File: src/rtl/pixel_collector.sv
// pixel_collector
//   Collects colour results from NUM_SOLVERS pattern solvers and writes them to the
//   framebuffer. Solver i owns rows i, i+N, i+2N, ... The collector tracks each solver's
//   raster position because solvers do not report it. Ready solvers are served round-robin.
//   After each accepted write the owning solver gets a one-cycle continue pulse.
//   frame_done rises once every pixel of the frame has been written.
//
//   state | meaning
//   SCAN  | looking for an eligible solver, starting at rr_q
//   WRITE | write request held on the bus until wr_ready_i accepts it
//   HOLD  | one idle cycle after an accept (continue pulse is visible here)
//   DONE  | frame complete, frame_done_o high, no further grants until reset
//
// Ports
//   clock, reset        clock; synchronous active-high reset
//   solver_ready_i[i]   solver i has a result
//   solver_out_i        solver i colour on bits [4i+3:4i]
//   solver_done_i[i]    solver i has finished all of its rows
//   continue_o[i]       one-cycle pulse that releases solver i to its next pixel
//   wr_valid_o/ready_i  framebuffer write handshake
//   wr_addr_o/data_o    framebuffer write address and colour
//   pixel_count_o       pixels written since reset, saturating at the frame size
//   frame_done_o        sticky frame-complete flag
module pixel_collector #(
   parameter int NUM_SOLVERS = 1,
   parameter int NUM_COLUMNS = 640,
   parameter int NUM_ROWS    = 480,
   parameter int ADDR_W      = 19
) (
   input  logic                     clock,
   input  logic                     reset,
   input  logic [NUM_SOLVERS-1:0]   solver_ready_i,
   input  logic [4*NUM_SOLVERS-1:0] solver_out_i,
   input  logic [NUM_SOLVERS-1:0]   solver_done_i,
   output logic [NUM_SOLVERS-1:0]   continue_o,
   output logic                     wr_valid_o,
   input  logic                     wr_ready_i,
   output logic [ADDR_W-1:0]        wr_addr_o,
   output logic [3:0]               wr_data_o,
   output logic [ADDR_W:0]          pixel_count_o,
   output logic                     frame_done_o
);

   localparam int SEL_W = (NUM_SOLVERS > 1) ? $clog2(NUM_SOLVERS) : 1;
   localparam int COL_W = (NUM_COLUMNS > 1) ? $clog2(NUM_COLUMNS) : 1;
   // Rows can step one stride past the last row before the solver goes ineligible.
   localparam int ROW_W = $clog2(NUM_ROWS + NUM_SOLVERS);

   localparam logic [ADDR_W:0]  FRAME_PIX = (ADDR_W+1)'(NUM_COLUMNS * NUM_ROWS);
   // Jump from the end of one owned row to the start of the next owned row.
   localparam logic [ADDR_W:0]  ROW_STEP  = (ADDR_W+1)'((NUM_SOLVERS - 1) * NUM_COLUMNS + 1);
   localparam logic [COL_W-1:0] LAST_COL  = COL_W'(NUM_COLUMNS - 1);
   localparam logic [ROW_W-1:0] ROW_LIMIT = ROW_W'(NUM_ROWS);
   localparam logic [SEL_W-1:0] LAST_SEL  = SEL_W'(NUM_SOLVERS - 1);

   typedef enum logic [1:0] {
      ST_SCAN,
      ST_WRITE,
      ST_HOLD,
      ST_DONE
   } state_t;

   state_t                 state_q, state_d;
   logic [SEL_W-1:0]       sel_q, sel_d;
   logic [SEL_W-1:0]       rr_q, rr_d;
   logic                   wr_valid_q, wr_valid_d;
   logic [ADDR_W-1:0]      wr_addr_q, wr_addr_d;
   logic [3:0]             wr_data_q, wr_data_d;
   logic [NUM_SOLVERS-1:0] cont_q, cont_d;
   logic [ADDR_W:0]        pix_q, pix_d;
   logic                   done_q, done_d;

   logic [COL_W-1:0]       col_q  [NUM_SOLVERS];
   logic [COL_W-1:0]       col_d  [NUM_SOLVERS];
   logic [ROW_W-1:0]       row_q  [NUM_SOLVERS];
   logic [ROW_W-1:0]       row_d  [NUM_SOLVERS];
   logic [ADDR_W-1:0]      addr_q [NUM_SOLVERS];
   logic [ADDR_W-1:0]      addr_d [NUM_SOLVERS];
   // Down-counter masking a stale ready for two cycles after continue.
   logic [1:0]             hold_q [NUM_SOLVERS];
   logic [1:0]             hold_d [NUM_SOLVERS];

   logic [NUM_SOLVERS-1:0] eligible;
   logic                   grant_found;
   logic                   hi_found;
   logic [SEL_W-1:0]       hi_idx, low_idx, grant_idx;
   logic [3:0]             grant_colour;
   logic [ADDR_W-1:0]      grant_addr;
   logic [ADDR_W:0]        addr_sum;

   always_comb begin
      eligible = '0;
      for (int i = 0; i < NUM_SOLVERS; i++) begin
         eligible[i] = solver_ready_i[i] & ~solver_done_i[i] &
                       (row_q[i] < ROW_LIMIT) & (hold_q[i] == 2'd0);
      end
   end

   // Round-robin: lowest eligible index at or above rr_q, else lowest eligible overall.
   // Descending loops leave the lowest matching index in the result.
   always_comb begin
      hi_found     = 1'b0;
      hi_idx       = '0;
      low_idx      = '0;
      grant_colour = '0;
      grant_addr   = '0;
      for (int i = NUM_SOLVERS - 1; i >= 0; i--) begin
         if (eligible[i]) begin
            low_idx = SEL_W'(i);
            if (SEL_W'(i) >= rr_q) begin
               hi_found = 1'b1;
               hi_idx   = SEL_W'(i);
            end
         end
      end
      grant_found = |eligible;
      grant_idx   = hi_found ? hi_idx : low_idx;
      for (int i = 0; i < NUM_SOLVERS; i++) begin
         if (SEL_W'(i) == grant_idx) begin
            grant_colour = solver_out_i[4*i +: 4];
            grant_addr   = addr_q[i];
         end
      end
   end

   always_comb begin
      state_d    = state_q;
      sel_d      = sel_q;
      rr_d       = rr_q;
      wr_valid_d = wr_valid_q;
      wr_addr_d  = wr_addr_q;
      wr_data_d  = wr_data_q;
      cont_d     = '0;
      pix_d      = pix_q;
      done_d     = done_q;
      col_d      = col_q;
      row_d      = row_q;
      addr_d     = addr_q;
      addr_sum   = '0;
      for (int i = 0; i < NUM_SOLVERS; i++) begin
         hold_d[i] = (hold_q[i] != 2'd0) ? hold_q[i] - 2'd1 : 2'd0;
      end

      case (state_q)
         ST_SCAN: begin
            if (grant_found) begin
               sel_d      = grant_idx;
               wr_data_d  = grant_colour;
               wr_addr_d  = grant_addr;
               wr_valid_d = 1'b1;
               state_d    = ST_WRITE;
            end
         end
         ST_WRITE: begin
            if (wr_ready_i) begin
               wr_valid_d = 1'b0;
               if (pix_q != FRAME_PIX) begin
                  pix_d = pix_q + (ADDR_W+1)'(1);
               end
               rr_d = (sel_q == LAST_SEL) ? '0 : sel_q + SEL_W'(1);
               for (int i = 0; i < NUM_SOLVERS; i++) begin
                  if (SEL_W'(i) == sel_q) begin
                     cont_d[i] = 1'b1;
                     hold_d[i] = 2'd2;
                     if (col_q[i] == LAST_COL) begin
                        col_d[i] = '0;
                        row_d[i] = row_q[i] + ROW_W'(NUM_SOLVERS);
                        addr_sum = {1'b0, addr_q[i]} + ROW_STEP;
                     end else begin
                        col_d[i] = col_q[i] + COL_W'(1);
                        addr_sum = {1'b0, addr_q[i]} + (ADDR_W+1)'(1);
                     end
                     addr_d[i] = addr_sum[ADDR_W-1:0];
                  end
               end
               state_d = ST_HOLD;
            end
         end
         ST_HOLD: begin
            if (pix_q == FRAME_PIX) begin
               state_d = ST_DONE;
               done_d  = 1'b1;
            end else begin
               state_d = ST_SCAN;
            end
         end
         ST_DONE: begin
            done_d = 1'b1;
         end
         default: begin
            state_d = ST_SCAN;
         end
      endcase
   end

   always_ff @(posedge clock) begin
      if (reset) begin
         state_q    <= ST_SCAN;
         sel_q      <= '0;
         rr_q       <= '0;
         wr_valid_q <= 1'b0;
         wr_addr_q  <= '0;
         wr_data_q  <= '0;
         cont_q     <= '0;
         pix_q      <= '0;
         done_q     <= 1'b0;
         for (int i = 0; i < NUM_SOLVERS; i++) begin
            col_q[i]  <= '0;
            row_q[i]  <= ROW_W'(i);
            addr_q[i] <= ADDR_W'(i * NUM_COLUMNS);
            hold_q[i] <= '0;
         end
      end else begin
         state_q    <= state_d;
         sel_q      <= sel_d;
         rr_q       <= rr_d;
         wr_valid_q <= wr_valid_d;
         wr_addr_q  <= wr_addr_d;
         wr_data_q  <= wr_data_d;
         cont_q     <= cont_d;
         pix_q      <= pix_d;
         done_q     <= done_d;
         col_q      <= col_d;
         row_q      <= row_d;
         addr_q     <= addr_d;
         hold_q     <= hold_d;
      end
   end

   assign continue_o    = cont_q;
   assign wr_valid_o    = wr_valid_q;
   assign wr_addr_o     = wr_addr_q;
   assign wr_data_o     = wr_data_q;
   assign pixel_count_o = pix_q;
   assign frame_done_o  = done_q;

endmodule

File: config.mk
export PLATFORM = sky130hd
export DESIGN_NAME = pixel_collector
export DESIGN_NICKNAME = d
export VERILOG_FILES = /design/src/rtl/pixel_collector.sv
export SDC_FILE = /design/constraint.sdc
export NUM_CORES = 1
export LEC_CHECK = 0
export ABC_AREA = 1
export CORE_MARGIN = 4
export CORE_UTILIZATION = 55
export CTS_CLUSTER_DIAMETER = 120
export DETAILED_ROUTE_END_ITERATION = 8
export PLACE_DENSITY = 0.92
export SYNTH_ARGS = -nofsm -noshare
export SYNTH_HDL_FRONTEND = slang
export SYNTH_SLANG_ARGS = --single-unit
export TNS_END_PERCENT = 20
File: constraint.sdc
create_clock -name clock -period 1.97 [get_ports clock]
set_input_delay 0.394 -clock clock [delete_from_list [all_inputs] [get_ports clock]]
set_output_delay 0.394 -clock clock [all_outputs]
set_load 0.05 [all_outputs]
==> summary.md <==
| Metric | Value |
|---|---|
| Status | `finished clean` |
| Clock latency on the worst-skew pair | `roughly 0.36 ns` |
| Clk sink count | `88` |
| Crit-path cells | `clkdlybuf4s50_1` |
| Gate Count Post-Synth | `~620` |
| Count of buffer and inverter cells on the critical path | `1` |
| Die area | `around 9000 um2` |
| Core region area | `between 7000 and 8000 um2` |
| Vias in the first global route | `between 3000 and 4000` |
| Area leader, netlist | `dfxtp_1` |
| Post-route setup TNS | `0 ns` |
| Synthesized Nets | `roughly 640` |
| Final net count | `700` |
| Clock Pin Slew Worst Setup and Hold Paths | `around 0.1 ns` |
| Initial antenna violation count | `0` |
| # hold bufs at CTS | `0` |
| Post-synth EDFFs | `0` |
| TritonCTS clock tree | `done` |
| Largest net degree at the start of global routing | `54` |
| FF+latch count, synth | `slightly below 90` |
| Max VDD drop | `just under 400 uV` |
| Pwr dens | `between 800 and 900 nW/um2` |
| Leak Pwr | `2.07 nW` |
| Final period util | `between 90 and 100%` |
| Max_slew headroom | `64.8%` |
| Setup Skew | `0.0129 ns` |
| Fin. max-slew vios | `0` |
| CP Capture Type | `output port` |
| Gp weighted congestion | `around 0.94` |
| Final Cell Area | `about 5000 um2` |
| CTS buffer count | `9` |
| Mean Syn Cell Area | `about 6.8 um2` |
| CP startpoint kind | `flop` |
| HP Start | `wr_addr_o[13]` |
| Most frequent cell after synthesis | `nand2_1` |
| Min cycle time layout | `approximately 1.9 ns` |
| WHS Endpoint | `wr_addr_o[13]` |
| Yosys top cell area share | `around two fifths` |
| WL/cell | `12.5 um` |
| Maximum net fanout on the critical path | `2` |
| Library cells used by synthesis | `31` |
| Finish-stage setup viols | `0` |
| Hold Path Cell Cnt | `2` |
| Top cells by area, synth | `dfxtp_1, nand2_1, a21oi_1, inv_1, nor2_1` |
| Placed Area | `4920 um2` |
| Slowest cell on crit path | `clkdlybuf4s50_1` |
| Resized cells post-CTS | `6` |
| R2r worst-path depth | `9` |
| Initial Utilization | `a little under three fifths` |
| First-pass DRT Iterations | `5` |
| Critical path class | `flop to output port` |
| Fraction of layout cells with a size suffix above 1 | `8.89%` |
| Post-DRT Antenna Nets | `0` |
| Port bufs | `54` |
| DPL Wire Length | `between 7000 and 8000 um` |
| Req. time, crit path | `1.58 ns` |
| Cell Area, Synth | `between 4000 and 5000 um2` |
| Post-CTS setup buffers | `0` |
| Fmax achieved | `roughly 520 MHz` |
| Row count | `31` |
| Worst slew pin tran | `between 0.5 and 0.6 ns` |
| YS warnings | `0` |
| Area grow syn2layout | `20.7%` |
| Diode count | `0` |
| Gr usage total | `around 22%` |
| Max-Cap Viols | `0` |
| Ys async rst share | `0%` |
| CTS H-tree lvls | `3` |
| Width of the die | `around 96 um` |
| I/O pin cnt | `55` |
| GR Overflow Total | `0` |
| Vias | `roughly 4000` |
| Origin of the critical flop-to-flop path | `pixel_count_o[0]` |
| Main synth FF type | `dfxtp_1` |
| First-pass GRT wire length | `16400 um` |
| Vias/cell | `approximately 5.1` |
| Clock buffer depth | `2` |
| Critical path's top delay family | `buffers and inverters` |
| FF-to-FF setup slack | `approximately 0.2 ns` |
| Seq/Total Area, Yosys | `a little over two fifths` |
| Worst min-delay path class | `flop to flop` |
| Synth top cells by count | `nand2_1, dfxtp_1, inv_1, nor2_1, a21oi_1` |
| WL final | `9810 um` |
| Final Hold Fails | `0` |
| Root Buffer | `clkbuf_8` |
| Reg-to-reg endpoint | `pixel_count_o[14]` |
| Drt drc | `0` |
| RSZ-0062 raised after global routing | `false` |
| Max stage delay on crit path | `slightly above 0.8 ns` |
| WP data arrival | `around 1.5 ns` |
| Die Y | `~96 um` |
| Iter 0 DRT Violations | `about 250` |
==> cell usage in the layout (no fill, tap or decap), drive strengths merged, types with 2 or more instances in the layout <==
master	n
nand2	159
xnor2	8
a21oi	65
xor2	9
inv	88
ha	10
o21ai	41
nand3	26
nor3	8
nor2	90
nand4	4
dfxtp	88
clkbuf	9
dlygate4sd2	6
buf	29
dlymetal6s2s	3
o21a	2
clkdlybuf4s50	30
nand3b	3
==> kinds of logic after synthesis <==
group | Yosys count | share of synthesized area, %
compound gates | 112 | 13.6
xor+xnor | 17 | 3.52
fa+ha+maj | 10 | 2.96
buf+inv | 100 | 9.10
flops | 88 | 41.6
simple gates | 292 | 29.2
==> final cells by class <==
cell class / instances / area, um2
well taps: 99 / 124
flip-flops and latches: 88 / 1760
clock inverters: 7 / 62.6
repair buffers: 68 / 633
clock buffers: 9 / 124
multi-input cells: 431 / 2090
fillers: 581 / 2260
inverters: 83 / 312
==> power by group <==
part / internal [W] / switching [W] / leakage, nW
Combinational: 0.000433 / 0.000888 / 1.26
Sequential: 0.00193 / 0.000109 / 0.713
Clock: 0.000487 / 0.000705 / 0.0931
Total: 0.00285 / 0.00170 / 2.07
==> worst min-delay path, stage by stage, from the launching register on <==
cell and delay, ns:
dfxtp_1 0.32, inv_1 0.04, a21oi_1 0.05
==> metrics by stage <==
step	instances	utilization [%]	power, W	hold slack [ns]	worst slack, ns
final	785	69.3	0.00456	0.447	0.0579
after detailed placement	769	66.7	0.00341	0.435	-0.101
after global routing	785	69.3	0.00479	0.459	0.00673
after floorplan	619	-	0.00296	0.421	0.147
after CTS	785	69.2	0.00459	0.447	0.0349
after global placement	769	66.7	0.00334	0.428	0.0476
==> worst max path at each step <==
stage                                start               end  slack (ns)  cells after the start
after CTS                    wr_addr_o[14]     wr_addr_o[14]        0.03                      1
after floorplan           pixel_count_o[0]  pixel_count_o[0]        0.15                      9
final                         wr_addr_o[0]      wr_addr_o[0]        0.06                      1
after detailed placement        wr_ready_i        addr_q[15]       -0.10                     11
after global routing            state_q[1]        addr_q[15]       0.007                     12
after global placement          wr_ready_i        addr_q[15]        0.05                     11
==> layer usage <==
metal  routed length, um  vias up  track usage [%]  share of wire, %
met5                   0        -                0                 0
li1                    -     2076                -                 -
met4                 129        0             8.29               1.3
met2                4910      108             40.5                50
met3                 536       10             3.99               5.5
met1                4230     1848             25.9                43
==> registers in the layout (all words and copies together) (netlist names) <==
| name | cells |
|---|---|
| addr_q | 19 |
| col_q | 10 |
| continue_o | 1 |
| frame_done_o | 1 |
| hold_q | 2 |
| pixel_count_o | 20 |
| row_q | 9 |
| state_q | 2 |
| wr_addr_o | 19 |
| wr_data_o | 4 |
| wr_valid_o | 1 |
Power figures use the tool's default switching activity.
